<file path="src/rtl/osyrys_pkg.sv">
// rtl/osyrys_pkg.sv - shared writeback widths and request type
package osyrys_pkg;

    localparam int XLEN   = 64;
    localparam int REG_AW = 5;

    typedef struct packed {
        logic [REG_AW-1:0] rd;
        logic [XLEN-1:0]   data;
    } wb_req_t;

endpackage

</file>
<file path="src/rtl/wb_fifo.sv">
// rtl/wb_fifo.sv - sync FIFO of writeback requests with per-register pending mask
module wb_fifo #(
    parameter int DEPTH = 4,
    parameter int AW    = 5,
    parameter int DW    = 64,
    localparam int PW   = $clog2(DEPTH),
    localparam int CW   = $clog2(DEPTH) + 1
) (
    input  logic              clk,
    input  logic              rst_n,
    input  logic              push_i,
    input  logic [AW-1:0]     push_rd_i,
    input  logic [DW-1:0]     push_data_i,
    input  logic              pop_i,
    output logic              full_o,
    output logic              empty_o,
    output logic [CW-1:0]     count_o,
    output logic [AW-1:0]     head_rd_o,
    output logic [DW-1:0]     head_data_o,
    output logic [2**AW-1:0]  pending_o
);

    logic [AW-1:0] rd_mem   [DEPTH];
    logic [DW-1:0] data_mem [DEPTH];

    logic [PW-1:0] wr_ptr_q, wr_ptr_d;
    logic [PW-1:0] rd_ptr_q, rd_ptr_d;
    logic [CW-1:0] count_q, count_d;
    logic [PW-1:0] offset;

    always_comb begin
        wr_ptr_d = wr_ptr_q;
        rd_ptr_d = rd_ptr_q;
        count_d  = count_q;
        if (push_i) wr_ptr_d = wr_ptr_q + PW'(1);
        if (pop_i)  rd_ptr_d = rd_ptr_q + PW'(1);
        case ({push_i, pop_i})
            2'b10:   count_d = count_q + CW'(1);
            2'b01:   count_d = count_q - CW'(1);
            default: count_d = count_q;
        endcase
    end

    always_ff @(posedge clk or negedge rst_n) begin
        if (!rst_n) begin
            wr_ptr_q <= '0;
            rd_ptr_q <= '0;
            count_q  <= '0;
        end else begin
            wr_ptr_q <= wr_ptr_d;
            rd_ptr_q <= rd_ptr_d;
            count_q  <= count_d;
        end
    end

    // Payload storage needs no reset: validity is tracked purely by pointers and count.
    always_ff @(posedge clk) begin
        if (push_i) begin
            rd_mem[wr_ptr_q]   <= push_rd_i;
            data_mem[wr_ptr_q] <= push_data_i;
        end
    end

    assign full_o      = (count_q == CW'(DEPTH));
    assign empty_o     = (count_q == '0);
    assign count_o     = count_q;
    assign head_rd_o   = rd_mem[rd_ptr_q];
    assign head_data_o = data_mem[rd_ptr_q];

    // Slot i is live when its distance from the read pointer is below the occupancy.
    always_comb begin
        pending_o = '0;
        offset    = '0;
        for (int i = 0; i < DEPTH; i++) begin
            offset = PW'(i) - rd_ptr_q;
            if ({1'b0, offset} < count_q) pending_o[rd_mem[i]] = 1'b1;
        end
        pending_o[0] = 1'b0;
    end

endmodule

</file>
<file path="src/rtl/wb_arbiter.sv">
// rtl/wb_arbiter.sv - writeback stage: CPU onto port A, queued NPU results onto port B
module wb_arbiter #(
    parameter int XLEN      = osyrys_pkg::XLEN,
    parameter int REG_AW    = osyrys_pkg::REG_AW,
    parameter int NPU_DEPTH = 4,
    localparam int CW       = $clog2(NPU_DEPTH) + 1
) (
    input  logic                 clk,
    input  logic                 rst_n,
    input  logic                 cpu_wb_valid,
    input  logic [REG_AW-1:0]    cpu_wb_rd,
    input  logic [XLEN-1:0]      cpu_wb_data,
    input  logic                 npu_wb_valid,
    output logic                 npu_wb_ready,
    input  logic [REG_AW-1:0]    npu_wb_rd,
    input  logic [XLEN-1:0]      npu_wb_data,
    output logic                 write_enable_a,
    output logic [REG_AW-1:0]    write_addr_a,
    output logic [XLEN-1:0]      write_data_a,
    output logic                 write_enable_b,
    output logic [REG_AW-1:0]    write_addr_b,
    output logic [XLEN-1:0]      write_data_b,
    output logic [2**REG_AW-1:0] npu_pending,
    output logic [CW-1:0]        npu_fifo_count,
    output logic                 wb_conflict
);

    logic              fifo_push, fifo_pop, fifo_full, fifo_empty, collide;
    logic [REG_AW-1:0] head_rd;
    logic [XLEN-1:0]   head_data;

    logic              en_a_q, en_a_d, en_b_q, en_b_d, conflict_q, conflict_d;
    logic [REG_AW-1:0] addr_a_q, addr_a_d, addr_b_q, addr_b_d;
    logic [XLEN-1:0]   data_a_q, data_a_d, data_b_q, data_b_d;

    wb_fifo #(
        .DEPTH(NPU_DEPTH),
        .AW   (REG_AW),
        .DW   (XLEN)
    ) u_fifo (
        .clk        (clk),
        .rst_n      (rst_n),
        .push_i     (fifo_push),
        .push_rd_i  (npu_wb_rd),
        .push_data_i(npu_wb_data),
        .pop_i      (fifo_pop),
        .full_o     (fifo_full),
        .empty_o    (fifo_empty),
        .count_o    (npu_fifo_count),
        .head_rd_o  (head_rd),
        .head_data_o(head_data),
        .pending_o  (npu_pending)
    );

    assign npu_wb_ready = !fifo_full;

    // rd==0 transfers are handshaken but never stored, so x0 can never be pending.
    always_comb begin
        fifo_push  = npu_wb_valid && npu_wb_ready && (npu_wb_rd != '0);
        collide    = !fifo_empty && cpu_wb_valid && (cpu_wb_rd == head_rd) && (cpu_wb_rd != '0);
        fifo_pop   = !fifo_empty && !collide;

        en_a_d     = cpu_wb_valid && (cpu_wb_rd != '0);
        addr_a_d   = en_a_d ? cpu_wb_rd : addr_a_q;
        data_a_d   = en_a_d ? cpu_wb_data : data_a_q;

        en_b_d     = fifo_pop;
        addr_b_d   = fifo_pop ? head_rd : addr_b_q;
        data_b_d   = fifo_pop ? head_data : data_b_q;

        conflict_d = conflict_q || collide;
    end

    always_ff @(posedge clk or negedge rst_n) begin
        if (!rst_n) begin
            en_a_q     <= 1'b0;
            addr_a_q   <= '0;
            data_a_q   <= '0;
            en_b_q     <= 1'b0;
            addr_b_q   <= '0;
            data_b_q   <= '0;
            conflict_q <= 1'b0;
        end else begin
            en_a_q     <= en_a_d;
            addr_a_q   <= addr_a_d;
            data_a_q   <= data_a_d;
            en_b_q     <= en_b_d;
            addr_b_q   <= addr_b_d;
            data_b_q   <= data_b_d;
            conflict_q <= conflict_d;
        end
    end

    assign write_enable_a = en_a_q;
    assign write_addr_a   = addr_a_q;
    assign write_data_a   = data_a_q;
    assign write_enable_b = en_b_q;
    assign write_addr_b   = addr_b_q;
    assign write_data_b   = data_b_q;
    assign wb_conflict    = conflict_q;

endmodule

</file>
<file path="config.mk">
export PLATFORM = sky130hd
export DESIGN_NAME = wb_arbiter
export DESIGN_NICKNAME = d
export VERILOG_FILES = /design/src/rtl/osyrys_pkg.sv /design/src/rtl/wb_fifo.sv /design/src/rtl/wb_arbiter.sv
export SDC_FILE = /design/constraint.sdc
export NUM_CORES = 1
export LEC_CHECK = 0
export CAP_MARGIN = 40
export CORE_MARGIN = 2
export CORE_UTILIZATION = 54
export CTS_BUF_LIST = sky130_fd_sc_hd__clkbuf_8
export CTS_CLUSTER_DIAMETER = 30
export CTS_CLUSTER_SIZE = 20
export DETAILED_ROUTE_END_ITERATION = 12
export GPL_TIMING_DRIVEN = 0
export PLACE_DENSITY = 0.92
export SLEW_MARGIN = 20
export SYNTH_ARGS = -nofsm -noshare
export SYNTH_HDL_FRONTEND = slang
export SYNTH_HIERARCHICAL = 1
export SYNTH_SLANG_ARGS = --single-unit
</file>
<file path="constraint.sdc">
create_clock -name clk -period 4.35 [get_ports clk]
set_input_delay 0.87 -clock clk [delete_from_list [all_inputs] [get_ports clk]]
set_output_delay 0.87 -clock clk [all_outputs]
set_load 0.01 [all_outputs]
</file>
* Word level (Yosys, flattened, before mapping)
Memories as Yosys holds them, arrays and structs flattened. A register that Yosys moved wholly into a read port is not among the register bits.
Index checks and enable logic that the tools add are counted.
** Operators by class
- Add/subtract/negate cells :: 8
- $mul :: 0
- Divide/modulo/power cells :: 0
- $lt $le $gt $ge :: 12
- Equal/unequal tests :: 4
- Shifts and indexed selects :: 0
- Mux-type cells :: 15
- Bitwise operators :: 3
- Reduce and logical (&&, ||, !) cells :: 20
** Operator list (number)
- $mux W32 :: 4
- $or A32 B32 Y32 :: 3
- $lt A5 B6 Y1 const B :: 4
- $demux W1 S5 :: 4
- $ge A5 B1 Y1 const B :: 4
- $lt A2 B3 Y1 :: 4
- $logic_and A1 B1 Y1 :: 11
- $reduce_bool A5 Y1 :: 2
- $mux W1 :: 6
- $pmux W3 S2 :: 1
- $eq A5 B5 Y1 :: 1
- $add A2 B1 Y2 const B :: 2
- $logic_not A1 Y1 :: 4
- $sub A1 B2 Y2 const A :: 2
- $sub A2 B2 Y2 const A :: 2
- $add A3 B1 Y3 const B :: 1
- $eq A3 B3 Y1 const B :: 1
- $logic_not A3 Y1 :: 1
- $sub A3 B1 Y3 const B :: 1
- $eq A2 B1 Y1 const B :: 1
- $eq A2 B2 Y1 const B :: 1
- $reduce_bool A2 Y1 :: 1
- $logic_or A1 B1 Y1 :: 1
** Storage, ports and cells
- Bits in registers :: 84
- Bits in latches :: 0
- RAM bits :: 276
- Memory bits (read-only) :: 0
- Bits of input ports :: 142
- Output and inout bits :: 177
- Memories kept :: 2
** Memory list
- u_fifo.data_mem :: depth 4, bits a word 64, rd ports 1, clocked after Yosys merged registers in 1, write ports 1, line wb_fifo.sv:24 : logic [DW-1:0] data_mem [DEPTH];
- u_fifo.rd_mem :: depth 4, bits a word 5, rd ports 5, clocked after Yosys merged registers in 0, write ports 1, line wb_fifo.sv:23 : logic [AW-1:0] rd_mem [DEPTH];

* Longest topological paths before layout
Gate-level depths: netlist (run 1).
An unclocked memory read counts as a cell.
- Depth in word-level cells :: 12
- Depth in mapped cells :: 15
- Mapped depth without buffers :: 11

* By module
The synthesis (run 1) kept the hierarchy.
** Modules (own cells, without submodules)
- wb_fifo :: times used 1, cells each 604, area an instance 11741.3 um^2
- wb_arbiter :: times used 1, cells each 454, area an instance 5311.3 um^2

* Least setup slack after synthesis (run 1)
Ideal clock, no wire load.
- Path type :: input-to-reg
- From :: in cpu_wb_rd[1]
- To :: reg u_fifo.count_q[2], in the netlist u_fifo/count_o[2]
- Library setup time :: 0.079 ns
- Arrival time :: 3.287 ns
- Path slack :: 0.984 ns
- Cell stages on the path :: 13
- Path buffers :: 2
- Cells stage by stage :: or4_1 -> o21ai_2 -> inv_2 -> a31o_2 -> buf_2 -> buf_4 -> inv_1 -> ha_1 -> inv_1 -> fa_1 -> xor2_1 -> nor2_1 -> xor2_1
** On the way
- Word-level cells in the longest chain between the ends :: 7
- Elaborated cells between the ends (all ways) :: 10
- Classes of those cells :: eq/ne (3); mux (1); reduce/logical (6)
** Ends and longest elaborated chain
- from (decl) :: line wb_arbiter.sv:11 : input logic [REG_AW-1:0] cpu_wb_rd,
- $eq A5 B5 Y1 :: line wb_arbiter.sv:60 : collide = !fifo_empty && cpu_wb_valid && (cpu_wb_rd == head_rd) && (cpu_wb_rd != '0);
- $logic_and A1 B1 Y1 :: line wb_arbiter.sv:60
- $logic_and A1 B1 Y1 * :: line wb_arbiter.sv:60
- $logic_not A1 Y1 * :: line wb_arbiter.sv:61 : fifo_pop = !fifo_empty && !collide;
- $logic_and A1 B1 Y1 * :: line wb_arbiter.sv:61
- via en_b_d :: line wb_arbiter.sv:32 : logic en_a_q, en_a_d, en_b_q, en_b_d, conflict_q, conflict_d;
- $eq A2 B1 Y1 / $eq A2 B2 Y1 (equally long branches) :: line wb_fifo.sv:37 : case ({push_i, pop_i})
- $pmux W3 S2 / $reduce_bool A2 Y1 (equally long branches)
- to (signal assigned) :: line wb_fifo.sv:52 : count_q <= count_d;
- to (decl) :: line wb_fifo.sv:28 : logic [CW-1:0] count_q, count_d;
The timed path passes the listed nets; every way through them passes the cells marked *.
A chain may end at the register's enable or synchronous reset.

* Final worst setup path (run 1)
- From :: reg u_fifo.rd_ptr_q[1]
- To :: out npu_pending[11]
** On the way
- Word-level cells in the longest chain between the ends :: 9
- Elaborated cells between the ends (all ways) :: 15
- Classes of those cells :: add/sub (4); order compare (4); mux (4); bitwise (3)
** Ends and longest elaborated chain
- from (decl) :: line wb_fifo.sv:27 : logic [PW-1:0] rd_ptr_q, rd_ptr_d;
- from (signal assigned) :: line wb_fifo.sv:51 : rd_ptr_q <= rd_ptr_d;
- $sub A1 B2 Y2 :: line wb_fifo.sv:75 : offset = PW'(i) - rd_ptr_q;
- $lt A2 B3 Y1 :: line wb_fifo.sv:76 : if ({1'b0, offset} < count_q) pending_o[rd_mem[i]] = 1'b1;
- $mux W32 :: line wb_fifo.sv:76
- $or A32 B32 Y32 (no source line)
- $mux W32 :: line wb_fifo.sv:76
- $or A32 B32 Y32 (no source line)
- $mux W32 :: line wb_fifo.sv:76
- $or A32 B32 Y32 (no source line)
- $mux W32 * :: line wb_fifo.sv:76
- to (decl) :: line wb_arbiter.sv:23 : output logic [2**REG_AW-1:0] npu_pending,
Every way passes the cells marked *; elsewhere a longest branch is shown, timed or not.

==> results of run 1 <==
cell families (layout without fill, tap and decap cells):
logic type                 count (synthesis)  in the layout  share of synthesized area (%)
AOI/OAI and AO/OA                         78             78                           4.29
xor gates and xnor gates                  12             12                          0.616
adders and majority gates                 10             10                          0.778
buffers and inverters                     62            535                           1.97
DFF                                      424            424                           70.3
muxes                                    138            138                           13.7
other                                      1              4                         0.0220
and+or+nand+nor                          333            333                           8.33
worst max-delay path, cell delays in order, from the launching register on:
cell	delay [ns]
dfrtp_1	0.40
buf_6	0.17
buf_6	0.16
xor2_2	0.19
ha_1	0.29
nand2b_1	0.17
o211ai_4	0.30
buf_12	0.15
a2bb2o_4	0.20
a221o_1	0.26
clkdlybuf4s50_1	0.49
cell type report:
class | count | area share, %
Timing Repair Buffer | 330 | 14.9
Clock inverter | 62 | 2.89
Sequential cell | 424 | 52.5
Inverter | 15 | 0.247
Tap cell | 402 | 2.20
Buffer | 47 | 1.41
Antenna cell | 3 | 0.0329
Clock buffer | 81 | 4.88
Multi-Input combinational cell | 572 | 20.9
cell usage in the layout (no fill, tap or decap), types with 20 or more instances in the layout:
cell type / synthesis / routed
buf_4: 21 / 24
nor2_1: 24 / 24
dfrtp_1: 148 / 147
mux4_2: 69 / 69
clkdlybuf4s50_1: 0 / 312
clkbuf_1: 20 / 20
inv_1: 14 / 23
edfxtp_1: 276 / 276
mux2_1: 69 / 69
clkbuf_8: 0 / 81
nand2_1: 241 / 241
sequential cells by signal, indices dropped and copies added (netlist names):
name	cells
u_fifo/count_o	3
u_fifo/data_mem	256
u_fifo/rd_mem	20
u_fifo/rd_ptr_q	2
u_fifo/wr_ptr_q	2
wb_conflict	1
write_addr_a	5
write_addr_b	5
write_data_a	64
write_data_b	64
write_enable_a	1
write_enable_b	1
final timing paths:
path,start,endpoint
min in group clk,write_data_a[34]$_DFFE_PN0P_,write_data_a[34]$_DFFE_PN0P_
worst min register to register,write_data_a[34]$_DFFE_PN0P_,write_data_a[34]$_DFFE_PN0P_
worst min-delay path,rst_n,write_addr_b[1]$_DFFE_PN0P_
worst max-delay path,u_fifo/rd_ptr_q[1]$_DFFE_PN0P_,npu_pending[11]
worst max register to register,u_fifo/rd_ptr_q[1]$_DFFE_PN0P_,u_fifo/count_o[1]$_DFFE_PN0P_
max in group asynchronous,rst_n,write_data_a[45]$_DFFE_PN0P_
layer usage:
layer	GRT usage [%]	routed length, um
met5	0	0
met1	32.5	16300
met4	11.2	1670
met2	48.5	23400
met3	8.08	4190
through the flow:
stage | utilization [%] | total power, mW | setup TNS (ns) | hold WS (ns) | worst slack (ns)
global route | 72.9 | 16.0 | -0.00312 | 0.205 | -0.00312
global placement | 66.2 | 10.8 | -872.23 | 0.457 | -4.13
detailed placement | 66.7 | 11.0 | -0.212 | 0.466 | -0.0723
finish | 72.9 | 15.4 | 0 | 0.179 | 0.0834
CTS | 72.6 | 15.4 | -0.0123 | 0.181 | -0.0123
floorplan | - | 8.70 | 0 | 0.491 | 0.984
where the power goes:
part	total, mW	internal, mW	switching, mW
logic	5.36	2.70	2.66
registers	5.79	5.33	0.464
clock network	4.23	2.42	1.81
total	15.4	10.4	4.93
what timing repair did:
action	in CTS	in global routing
setup endpoints to repair	31	24
pin swaps	3	4
setup buffers	3	5
gates resized for setup	16	6
==> flow_summary.ini, run 1 <==
[outcome]
result_of_the_run = completed

[drt]
via_count = 10900
detail_route.wl_per_cell_um = 23.5
drt_first_pass_iters = 8
totalWireLength_mm = 45.6
drt_drc_violations_left = 0
avgViaCountPerCell = 5.65
drt_iter0_drc = 748
route.antenna.remaining_nets = 0

[power_and_ir_drop]
peakVddDrop_mv = 0.472
static-leakage-power_nw = 8.67
powerDensity_mw_per_mm2 = 674

[sta]
fmax_mhz = 234
timing_worst_slew_pin_value_ns = 0.728
hold_violations = 0
skew_ns = 0.0342
setup_viol = 0
timing.final.crit_share_pct = 98.1
post-route-min-period_ns = 4.27
drv_slew = 0
slew_headroom_pct = 51.2

[floorplanning]
num_io_pins = 319
core_region_area_sq_mm = 0.0313
die_area_sq_mm = 0.0330
placementRows = 65
die_height_um = 182
floorplan.die.width_um = 182
initial_core_util_pct = 54.5

[placement]
port-buffer-count = 317
routabilityCongestion = 0.917
hpwlAfterDp_mm = 30.7
dpl.cell_count = 1782
placement.cell_area_sq_mm = 0.0209

[synth]
synth_cells = 1058
most_frequent_cells_after_synthesis = edfxtp_1, nand2_1, dfrtp_1
yosysTopAreaCell = edfxtp_1
ys.flop_type = edfxtp_1
synth_top_cell_area_share_pct = 48.6
number_of_different_library_cells_in_the_post_synthesis_netlist = 55
synth-warning-count = 6
synth.net_count = 1210
synth_enable_flop_cells = 276
syn-cell-area_sq_mm = 0.0171
ys_async_sr_fraction_pct = 34.9
synth_seq_cells = 424
avgSynthCellArea_sq_um = 16.1
netlist_top_cells_area = edfxtp_1, dfrtp_1, mux4_2
sequential_cell_area_fraction_in_the_yosys_report_pct = 70.3
synthMostInstantiatedCell = edfxtp_1

[job]
maxCapViolCount = 0

[setup_path]
reg2reg_setup_slack_ns = 0.29
crit_path_capture_type = output pin
worst-path-max-fanout = 10
timing.critical_path.arrival_ns = 3.40
crit_type = reg2out
worst_setup_path_start_kind = register
ff2ff_path_depth = 13
worst_ep_required_time_ns = 3.48

[clock_tree]
clk_pin_slew_worst_paths_ns = 0.06
cts_root_buf = clkbuf_8
ctsHoldBuffers = 0
numCtsBuffers = 77
cts_num_sinks = 424
clock_insertion_delay_worst_skew_ns = 0.62
cts_tree = built
cts_max_path_buffers = 3
ctsHtreeMaxLevel = 3

[global_route]
antenna_found_initial = 4
gr_overflow_total = 0
grt_pass1_vias = 11600
grt_first_pass_wirelength_mm = 68.1
global_route.usage.total_pct = 27.8
grt_max_degree = 93

[cells_and_area]
multi_input_area_sq_mm = 0.00477
flow.area_growth_from_synthesis_pct = 33.8
area.sequential_sq_mm = 0.0120
nNetsFinal = 1619
final_area_sq_mm = 0.0228
final_layout_size_suffix_gt1_share_pct = 17.3
layout.filler_cells = 1916
finalNonFillerCells = 1936

[min_path]
hold_class = in2async
Power figures use the tool's default switching activity.
==> run 2: changes to the inputs <==
- CORE_UTILIZATION: 54 -> 60
- DONT_BUFFER_PORTS: not set -> 1
- PLACE_DENSITY: 0.92 -> 0.86
==> flow_summary.ini, run 2 (same netlist as run 1, synthesis figures left out) <==
[sta]
setup_viol = 0
timing.final.crit_share_pct = 95.5
post-route-min-period_ns = 4.16
drv_slew = 0
timing_worst_slew_pin_value_ns = 0.950
slew_headroom_pct = 36.7
setup_total_negative_slack_ns = 0
hold_violations = 0
hold_slack_ns = 0.208
fmax_mhz = 241
grt_setup_unrepaired = no
skew_ns = 0.0578

[setup_path]
cp_common_cell = buf_4
worst_setup_path_start_kind = register
critical_path.max_stage_delay_ns = 0.47
worst-path-max-fanout = 10
worst_ep_required_time_ns = 3.48
crit_path_capture_type = output pin
cpMaxStageDelayCell = dfrtp_1
r2r-start = u_fifo/rd_ptr_q[1]$_DFFE_PN0P_
crit_type = reg2out
reg2reg_setup_slack_ns = 0.35
rr_endpoint = u_fifo/count_o[1]$_DFFE_PN0P_
timing.critical_path.cells = buf_6 -> buf_4 -> xor2_1 -> inv_1 -> ha_1 -> nand2b_4 -> o211ai_4 -> buf_4 -> a2bb2oi_1 -> o221ai_1
crit_end = npu_pending[3]
ff2ff_path_depth = 13
first_element_of_the_critical_path = u_fifo/rd_ptr_q[0]$_DFFE_PN0P_
timing.critical_path.arrival_ns = 3.29

[global_route]
grt_max_degree = 149
global_route.usage.total_pct = 28.7
grt_pass1_vias = 10200
gr_overflow_total = 0
grt_first_pass_wirelength_mm = 63.9
antenna_found_initial = 1

[job]
maxCapViolCount = 0

[placement]
placement.cell_area_sq_mm = 0.0176
routabilityCongestion = 0.952
port-buffer-count = 0
dpl.cell_count = 1440
hpwlAfterDp_mm = 28.3

[power_and_ir_drop]
powerDensity_mw_per_mm2 = 717
static-leakage-power_nw = 7.30
report.power.total_mw = 13.9
peakVddDrop_mv = 0.581

[clock_tree]
ctsHtreeMaxLevel = 3
numCtsBuffers = 73
cts_num_sinks = 424
clock_insertion_delay_worst_skew_ns = 0.60
cts_setup_buffers = 0
cts_max_path_buffers = 3
cts_root_buf = clkbuf_8
clk_pin_slew_worst_paths_ns = 0.07
cts_tree = built

[cells_and_area]
commonest_non_fill_non_tap_cells_in_the_layout = edfxtp_1, nand2_1, dfrtp_1
finalNonFillerCells = 1577
layout.filler_cells = 1736
flow.area_growth_from_synthesis_pct = 13.6
largest_register_ffs = 256
registers.top_by_ff_count = u_fifo/data_mem
final_area_sq_mm = 0.0194
mostFrequentLayoutCell = edfxtp_1
final_layout_size_suffix_gt1_share_pct = 20.7
nNetsFinal = 1289

[floorplanning]
core_region_area_sq_mm = 0.0279
initial_core_util_pct = 61.2
die_area_sq_mm = 0.0298
die_height_um = 173
placementRows = 61
floorplan.die.width_um = 173
num_io_pins = 319

[drt]
drt_first_pass_iters = 5
avgViaCountPerCell = 6.16
route.antenna.remaining_nets = 0
totalWireLength_mm = 42.4
via_count = 9713
detail_route.wl_per_cell_um = 26.9
drt_drc_violations_left = 0
drt_iter0_drc = 813

[min_path]
hold_class = in2async

[outcome]
result_of_the_run = completed
==> run 2: stage by stage <==
step / setup WS (ns) / util (%)
finish: 0.195 / 69.5
floorplan: 0.984 / -
global route: 0.0369 / 69.5
global placement: -0.250 / 62.9
CTS: 0.0905 / 69.5
detailed placement: 0.278 / 63.3
==> run 2: layout make-up <==
cell class                 count  area [sq um]  share of cell area [%]
antenna                        1          2.50                  0.0129
buffer                        46           282                    1.45
clock buffer                  80          1100                    5.68
clock inverter                56           604                    3.12
inverter                      15          56.3                   0.291
multi-input combinational    572          4730                    24.4
sequential                   424         12000                    61.9
tap                          378           473                    2.44
timing repair buffer           5           130                   0.672
==> run 2: worst min-delay path by stage <==
stage	startpoint	to	slack (ns)	cells past startpoint
finish	rst_n	write_data_b[63]$_DFFE_PN0P_	0.21	1
global route	npu_wb_data[42]	u_fifo/data_mem[3][42]$_DFFE_PP_	0.33	0
CTS	rst_n	write_data_b[47]$_DFFE_PN0P_	0.30	1
detailed placement	write_addr_a[1]$_DFFE_PN0P_	write_addr_a[1]$_DFFE_PN0P_	0.53	2
global placement	u_fifo/wr_ptr_q[0]$_DFFE_PN0P_	u_fifo/wr_ptr_q[0]$_DFFE_PN0P_	0.52	1
floorplan	u_fifo/wr_ptr_q[0]$_DFFE_PN0P_	u_fifo/wr_ptr_q[0]$_DFFE_PN0P_	0.49	1
==> run 2: repair_timing <==
item | CTS | global route
resized for setup | 0 | 3
hold endpoints to repair | 148 | 0
hold buffers | 1 | 0
pin swaps | 0 | 0
endpoints found under the setup margin | 12 | 4
==> run 2: metal layers <==
layer | GRT usage (%) | vias up | routed length (um)
met5 | 0 | - | 0
met4 | 12.7 | 0 | 2080
met3 | 9.28 | 124 | 4070
met2 | 48.6 | 532 | 21400
met1 | 33.9 | 4915 | 14800
li1 | - | 4142 | -
==> run 2: where the power goes <==
| part | leakage (nW) | switching [mW] | internal [mW] |
|---|---|---|---|
| Sequential | 4.29 | 0.799 | 5.33 |
| Combinational | 2.13 | 2.06 | 1.66 |
| Clock | 0.882 | 1.73 | 2.32 |
| Total | 7.30 | 4.59 | 9.30 |
==> run 2: worst max-delay path: cells and delay by family (launching register included) <==
kind,cells,cell delay [ns]
flip-flops,1,0.47
buffers and inverters,4,0.80
adder cells (fa/ha/maj),1,0.32
XOR/XNOR,1,0.21
AND/OR/NAND/NOR,1,0.08
AO/OA/AOI/OAI,3,0.82
==> run 3: changes to the inputs <==
- SLEW_MARGIN: 20 -> not set
==> flow_summary.ini, run 3 (same netlist as run 1, synthesis figures left out) <==
[power_and_ir_drop]
powerDensity_mw_per_mm2 = 723
static-leakage-power_nw = 7.37
internal_power_mw = 9.48
power.switching_mw = 4.61
clock_power_share_pct = 30.3
pwr-share-seq_pct = 43.4
p_sw_share_pct = 32.7
peakVddDrop_mv = 0.640
pwr-share-comb_pct = 26.3
report.power.total_mw = 14.1

[setup_path]
rr_endpoint = u_fifo/count_o[2]$_DFFE_PN0P_
r2r-start = u_fifo/rd_ptr_q[1]$_DFFE_PN0P_
crit_type = reg2out
timing.critical_path.arrival_ns = 3.28
reg2reg_setup_slack_ns = 0.40
worst_setup_path_start_kind = register
ff2ff_path_depth = 15
worst-path-max-fanout = 10
crit_path_capture_type = output pin
worst_ep_required_time_ns = 3.48

[cells_and_area]
registers.top_by_ff_count = u_fifo/data_mem
commonest_non_fill_non_tap_cells_in_the_layout = edfxtp_1, nand2_1, dfrtp_1
largest_register_ffs = 256
nNetsFinal = 1292
layout.filler_cells = 1736
finalNonFillerCells = 1583
mostFrequentLayoutCell = edfxtp_1
flow.area_growth_from_synthesis_pct = 14.3
final_layout_size_suffix_gt1_share_pct = 21.0

[placement]
dpl.cell_count = 1440
hpwlAfterDp_mm = 28.2
post-place-ws_ns = 0.297
port-buffer-count = 0
routabilityCongestion = 0.952

[global_route]
grt_first_pass_wirelength_mm = 62.6
grt_max_degree = 149
grt_pass1_vias = 10100
gr_overflow_total = 0
global_route.usage.total_pct = 28.2
antenna_found_initial = 2

[drt]
avgViaCountPerCell = 6.13
drt_iter0_drc = 945
met1_length_mm = 14.3
detail_route.wl_per_cell_um = 26.3
drt_first_pass_iters = 6
met2WireLength_mm = 21.4
highest_layer = met4
totalWireLength_mm = 41.7
route.antenna.remaining_nets = 0
drt_drc_violations_left = 0
routed-wl-met3_mm = 4.21
via_count = 9708

[sta]
grt_setup_unrepaired = no
setup_viol = 0
post-route-min-period_ns = 4.15
timing_worst_slew_pin_value_ns = 0.972
slew_headroom_pct = 35.2
fin_ws_ns = 0.201
hold_violations = 0
setup_total_negative_slack_ns = 0
drv_slew = 0
fmax_mhz = 241
timing.final.crit_share_pct = 95.4
skew_ns = 0.0651
hold_slack_ns = 0.167

[clock_tree]
cts_num_sinks = 424
ctsHtreeMaxLevel = 3
cts_tree = built
clock_insertion_delay_worst_skew_ns = 0.62
cts_root_buf = clkbuf_8
cts_max_path_buffers = 3
cts_setup_buffers = 0
numCtsBuffers = 76
clk_pin_slew_worst_paths_ns = 0.07

[floorplanning]
core_region_area_sq_mm = 0.0279
placementRows = 61
floorplan.die.width_um = 173
num_io_pins = 319
initial_core_util_pct = 61.2
die_height_um = 173
die_area_sq_mm = 0.0298

[job]
maxCapViolCount = 0

[min_path]
hold_class = in2async

[outcome]
result_of_the_run = completed
[run 3: cell count changes in the layout (fill, tap and decap cells not counted), moves of 2 or more]
cell,previous run,this run
clkbuf_8,80,85
inv_6,2,6
inv_8,1,3
clkinv_4,8,5
clkinvlp_4,9,4
[run 3: metal layers]
metal	up-vias	track usage, %
met5	-	0
met2	563	47.4
li1	4159	-
met3	112	9.37
met1	4874	33.1
met4	0	13.1
[run 3: critical path, stage by stage, from the launching register on]
cell and delay (ns):
dfrtp_1 0.46, buf_6 0.23, buf_4 0.26, xor2_1 0.21, inv_1 0.07, ha_1 0.32
nand2b_4 0.08, o211ai_4 0.25, buf_4 0.25, a2bb2oi_1 0.30, o221ai_1 0.26
[run 3: area by class of cell]
| type | count | area, sq um | share of cell area [%] |
|---|---|---|---|
| sequential | 424 | 12000 | 61.5 |
| multi-input combinational | 572 | 4740 | 24.3 |
| clock buffer | 85 | 1170 | 6.00 |
| clock inverter | 56 | 637 | 3.27 |
| tap | 378 | 473 | 2.43 |
| buffer | 46 | 282 | 1.44 |
| timing repair buffer | 5 | 138 | 0.706 |
| inverter | 15 | 56.3 | 0.289 |
| antenna | 2 | 5.00 | 0.0257 |
[run 3: through the flow]
step	area, sq um	util [%]
floorplan	17100	-
global placement	17500	62.9
detailed placement	17600	63.3
CTS	19500	69.9
global route	19500	70.0
finish	19500	70.0
[run 3: power by group through the flow]
stage | Sequential [mW] | Combinational (mW) | Clock (mW)
2_1_floorplan | 5.93 | 2.77 | 0
3_3_place_gp | 6.19 | 3.48 | 0
3_5_place_dp | 6.18 | 3.68 | 0
4_1_cts | 6.12 | 3.73 | 4.35
5_1_grt | 6.19 | 3.99 | 4.53
6_report | 6.11 | 3.71 | 4.28
[run 3: repair_timing]
| action | CTS | global route |
|---|---|---|
| hold buffers | 1 | 0 |
| resized for setup | 0 | 4 |
| pin swaps | 0 | 0 |
| setup endpoints to repair | 15 | 3 |
| hold endpoints to repair | 148 | 0 |
[run 3: worst max-delay path by stage]
stage | from | end | slack [ns] | cells past startpoint
6_report | u_fifo/rd_ptr_q[0]$_DFFE_PN0P_ | npu_pending[3] | 0.20 | 10
5_1_grt | u_fifo/rd_ptr_q[0]$_DFFE_PN0P_ | npu_pending[3] | 0.06 | 10
4_1_cts | u_fifo/rd_ptr_q[0]$_DFFE_PN0P_ | npu_pending[3] | 0.14 | 10
3_5_place_dp | u_fifo/rd_ptr_q[1]$_DFFE_PN0P_ | u_fifo/count_o[2]$_DFFE_PN0P_ | 0.30 | 15
3_3_place_gp | u_fifo/count_o[1]$_DFFE_PN0P_ | u_fifo/data_mem[0][27]$_DFFE_PP_ | -0.25 | 5
2_1_floorplan | cpu_wb_rd[1] | u_fifo/count_o[2]$_DFFE_PN0P_ | 0.98 | 13
==> RTL change 1 (config.mk and constraints of run 3) <==
Reset style: synchronous (`rst_n`), changed in 2 clocked blocks.
--- a/src/rtl/wb_fifo.sv
+++ b/src/rtl/wb_fifo.sv
@@ -41,7 +41,7 @@
         endcase
     end
 
-    always_ff @(posedge clk or negedge rst_n) begin
+    always_ff @(posedge clk) begin
         if (!rst_n) begin
             wr_ptr_q <= '0;
             rd_ptr_q <= '0;
--- a/src/rtl/wb_arbiter.sv
+++ b/src/rtl/wb_arbiter.sv
@@ -71,7 +71,7 @@
         conflict_d = conflict_q || collide;
     end
 
-    always_ff @(posedge clk or negedge rst_n) begin
+    always_ff @(posedge clk) begin
         if (!rst_n) begin
             en_a_q     <= 1'b0;
             addr_a_q   <= '0;
Check against the original RTL: differs if rst_n is asserted again (counterexample within 4 cycles, from zero or initial values and one cycle with rst_n low); with rst_n held inactive, the same outputs for 4 cycles.
==> RTL change 1 against run 3 <==
  * Register-to-register slack is essentially flat
  * Sequential cell count rose by 2
  * First-iteration DRC count is 8.4% lower
  * Global-route usage rose by 2.3 points
  * Combinational power is 13% lower
  * Die area is 1.1% higher
  * Setup slack better by 0.20 ns
  * Design area grew 0.16%
  * Routed wire length grew 9.7%
  * Synthesized area grew 1.2%
  * Power decreased by 8.7%
  * Synthesized cell count grew 17%
  * Largest cell class unchanged
==> RTL change 1: results (changes against run 3) <==
metric;value;unit;change
Routability Congestion;0.968;;+1.7%
crit-path leading delay family;buffers and inverters;;
WL per Instance;25.9;um;-1.8%
first-pass GRT wire length;68600;um;+9.5%
status;finished clean;;
R2R cell count;15;;unchanged
Max VDD drop;0.000537;V;-16%
ranking of synthesized cells by area;edfxtp_1 (48%), dfxtp_1 (17%), mux4_2 (9.0%);;
post-synth top area share;48.0;%;-0.56 points
DP Area;0.0179;mm2;+1.2%
sequential area share after synthesis;65.4;%;-4.9 points
CTS Root Cell;clkbuf_8;;
Distinct cells, synth;56;;+1.8%
Clock Skew;0.0582;ns;-0.00698 ns
P_comb;3240;uW;-13%
Fillers;1889;;+8.8%
Synth async-reset ratio;0;%;-35 points
Yosys Warn Count;6;;unchanged
Post-Synth XOR/XNOR Area;0.558;%;-0.058 points
Compound-Gate Fraction of Synth Area;7.03;%;+2.7 points
Slew @ Worst Pin;0.760;ns;-0.212 ns
Synth Area in Adders;0.769;%;-0.0090 points
P_leak;0.00691;uW;-6.3%
Total GRT Usage;30.5;%;+2.3 points
max reg flops;256;;unchanged
Synth top cells by count;nand2_1 (298), edfxtp_1 (276), dfxtp_1 (150);;
sequential power share;44.0;%;+0.6 points
Critical Path AT;4.43;ns;+1.15 ns
number of synthesized flops with an enable pin;276;;unchanged
worst skew pair latency;0.61;ns;
layout cells sized above 1;18.3;%;-2.7 points
multiplexer area fraction after synthesis;13.1;%;-0.60 points
Hold Crit Class;in2reg;;
initial antenna violation count;3;;+1
IO Port Bufs;0;;unchanged
TritonCTS buffer count;76;;unchanged
via count;10800;;+11%
initial DRC count;866;;-8.4%
dpl cells;1626;;+13%
htree depth;3;;unchanged
Syn Inst Count;1238;;+17%
Net Sw Frac;33.3;%;+0.54 points
crit-path max FO;12;;+2
Setup WS pre-CTS;0.392;ns;+0.0944 ns
DRT Wirelength;45700;um;+9.7%
# nets final;1472;;+14%
Syn Nets;1390;;+15%
Post-DP HPWL;31800;um;+13%
Largest Register;u_fifo/data_mem;;
Bufs on Longest Clock Path;3;;unchanged
Worst Hold Depth;0;;
Reg clk slew, reported paths;0.08;ns;
post_cts resized;0;;unchanged
slowest CP cell;nor4_1;;
largest net degree at the start of global routing;52;;-65%
# Post-CTS Setup Buffers;0;;unchanged
## RTL change 1: cell types whose count changed after synthesis, sizes merged, moves of 5 or more
cell / before / now
a211o: 1 / 7
a21boi: 0 / 69
a2bb2oi: 12 / 5
and2: 6 / 13
buf: 27 / 36
clkbuf: 20 / 41
dfrtp: 148 / 0
dfxtp: 0 / 150
mux2: 69 / 0
mux2i: 0 / 70
nand2: 241 / 298
nand2b: 12 / 17
o221ai: 16 / 7
## RTL change 1: logic make-up after synthesis
family | Yosys count
DFF | 426
and+or+nand+nor | 414
AOI/OAI and AO/OA | 147
muxes | 139
buffers and inverters | 90
xor gates and xnor gates | 11
adders and majority gates | 10
other | 1
## RTL change 1: final timing paths
path	start	end	slack (ns)
max	flop	u_fifo/count_o[2]	0.40
min	npu_wb_data[36]	u_fifo/data_mem[2][36]	0.35
max reg2reg	flop	u_fifo/count_o[2]	0.40
min reg2reg	write_data_b[58]	write_data_b[58]	0.50
## RTL change 1: metal layers
metal	vias up	global-route usage [%]	part of all wire, %
li1	4753	-	-
met1	5328	34.6	35
met2	594	53.0	51
met3	107	9.85	10
met4	0	13.7	4.3
met5	-	0	0
## RTL change 1: through the flow
stage               power (uW)  util, %
CTS                      13000     68.6
global route             13400     68.6
floorplan                 8010        -
detailed placement        8970     62.7
global placement          8840     62.3
finish                   12900     68.6
## RTL change 1: layout make-up
| class | instances | area share, % |
|---|---|---|
| Clock buffer | 81 | 5.71 |
| Buffer | 77 | 2.27 |
| Tap cell | 384 | 2.46 |
| Timing Repair Buffer | 4 | 0.564 |
| Sequential cell | 426 | 57.8 |
| Clock inverter | 58 | 2.82 |
| Multi-Input combinational cell | 722 | 28.1 |
| Antenna cell | 3 | 0.0384 |
| Inverter | 13 | 0.250 |
==> RTL change 2 (settings of run 3) <==
Made on the original files. Change the package constant `REG_AW` from 5 to 4.
--- a/src/rtl/osyrys_pkg.sv
+++ b/src/rtl/osyrys_pkg.sv
@@ -2,7 +2,7 @@
 package osyrys_pkg;
 
     localparam int XLEN   = 64;
-    localparam int REG_AW = 5;
+    localparam int REG_AW = 4;
 
     typedef struct packed {
         logic [REG_AW-1:0] rd;
Ports: changed (5 resized); port bits go from 319 to 299. No check against the original RTL was run, so the function may have changed too.
==> RTL change 2 against run 3 <==
  * Setup slack better by 0.070 ns
  * Routed wire length down 14%
  * Clock skew down 0.041 ns
  * Sequential cell count down 6
  * Power down 7.4%
  * Sequential power down 2%
  * Final cell count down 9.9%
  * Synthesized area down 4.5%
  * Design area down 5.6%
==> RTL change 2: results (changes against run 3) <==
metric;value;unit;change
Routability Congestion;0.851;;-11%
status;finished clean;;
R2R cell count;14;;-1
Clock Skew;0.0242;ns;-0.0410 ns
P_leak;0.00697;uW;-5.4%
Syn Nets;1096;;-9.4%
initial DRC count;603;;-36%
Post-Synth XOR/XNOR Area;0.592;%;-0.025 points
Critical Path AT;3.21;ns;-0.07 ns
Distinct cells, synth;65;;+18%
IO Port Bufs;0;;unchanged
Total GRT Usage;25.5;%;-2.7 points
Detailed Routing Iterations Pass 1;4;;-2
reg2reg start;u_fifo/rd_ptr_q[0];;
# nets final;1176;;-9.0%
first-pass GRT wire length;53600;um;-14%
Max VDD drop;0.000500;V;-22%
max reg flops;256;;unchanged
Synth Area in Adders;0.815;%;+0.037 points
post_cts resized;0;;unchanged
TritonCTS buffer count;72;;-5.3%
Synth async-reset ratio;34.9;%;about the same
layout cells sized above 1;26.4;%;+5.4 points
multiplexer area fraction after synthesis;14.1;%;+0.44 points
Post-DP HPWL;24000;um;-15%
via count;8564;;-12%
Yosys Warn Count;6;;unchanged
CP max stage delay;0.41;ns;-0.05 ns
largest net degree at the start of global routing;147;;-1.3%
Hold-fix buffers, CTS;1;;unchanged
ranking of synthesized cells by area;edfxtp_1 (50%), dfrtp_1 (22%), mux4_2 (9.4%);;
Rel. slew slack;40.6;%;+5.4 points
Reg clk slew, reported paths;0.06;ns;
number of global-route vias before repair;9057;;-11%
worst setup path start;u_fifo/rd_ptr_q[1];;
CTS Root Cell;clkbuf_8;;
sequential area share after synthesis;72.6;%;+2.3 points
number of synthesized flops with an enable pin;272;;-1.4%
Compound-Gate Fraction of Synth Area;2.82;%;-1.5 points
worst skew pair latency;0.58;ns;-0.04 ns
slowest CP cell;o211ai_1;;
Synth top cells by count;edfxtp_1 (272), nand2_1 (203), dfrtp_1 (146);;
WL per Instance;25.1;um;-4.8%
Setup WS pre-CTS;0.358;ns;+0.0604 ns
## RTL change 2: cell types whose count changed after synthesis, moves of 7 or more
cell | before | now
a221o_1 | 11 | 4
nand3_1 | 14 | 6
nand2_1 | 241 | 203
nor2_1 | 24 | 6
mux2_1 | 69 | 19
o221ai_1 | 16 | 4
a2bb2oi_1 | 12 | 3
buf_4 | 21 | 11
o22ai_1 | 10 | 2
buf_2 | 2 | 11
mux2_2 | 0 | 49
## RTL change 2: worst max-delay path: cells and delay by family (launching register included)
kind	cells	cell delay [ns]
and+or+nand+nor	2	0.52
xor gates and xnor gates	1	0.22
adders and majority gates	1	0.26
DFF	1	0.34
buffers and inverters	2	0.63
AOI/OAI and AO/OA	2	0.67
## RTL change 2: through the flow
| stage | area (um2) | setup TNS (ns) | power, uW | hold WS (ns) | cells |
|---|---|---|---|---|---|
| after floorplan | 16300 | 0 | 8460 | 0.494 | 946 |
| after global placement | 16700 | -44.47 | 9280 | 0.516 | 1287 |
| after detailed placement | 16800 | 0 | 9450 | 0.532 | 1292 |
| after CTS | 18400 | 0 | 13200 | 0.328 | 1425 |
| after global routing | 18400 | 0 | 13700 | 0.337 | 1427 |
| final | 18400 | 0 | 13100 | 0.301 | 1427 |
## RTL change 2: logic make-up after synthesis
logic type	Yosys count
flip-flops	418
AND/OR/NAND/NOR	270
multiplexers	136
buffers and inverters	52
AO/OA/AOI/OAI	48
XOR/XNOR	11
adder cells (fa/ha/maj)	10
other	1
## RTL change 2: power by group
part / total [uW] / switching (uW) / leakage (uW) / internal (uW)
combinational: 3410 / 1760 / 0.00194 / 1650
clock: 3670 / 1680 / 0.000809 / 1990
sequential: 5970 / 738 / 0.00422 / 5230
## RTL change 2: final cells by class
cell class	instances	area, um2
sequential	418	11800
inverter	12	45.0
clock buffer	75	1030
fill	1657	8410
tap	341	427
clock inverter	57	497
multi-input combinational	476	4200
buffer	40	228
antenna	2	5.00
timing repair buffer	6	143
## RTL change 2: path summary, 6_finish.rpt
kind / endpoint / slack (ns)
max reg2reg: u_fifo/count_o[2] / 0.39
min in group clk: u_fifo/data_mem[0][49] / 0.38
min reg2reg: write_data_a[34] / 0.55
max: npu_pending[2] / 0.27
max in group asynchronous: write_data_b[4] / 3.45
min: write_data_b[60] / 0.30
## RTL change 2: layer usage
layer  vias up  track usage, %  wire, um
li1       3734               -         -
met2       387            43.6     18300
met4         0            11.9      1450
met1      4362            28.6     12400
met3        81            9.59      3610
met5         -               0         0
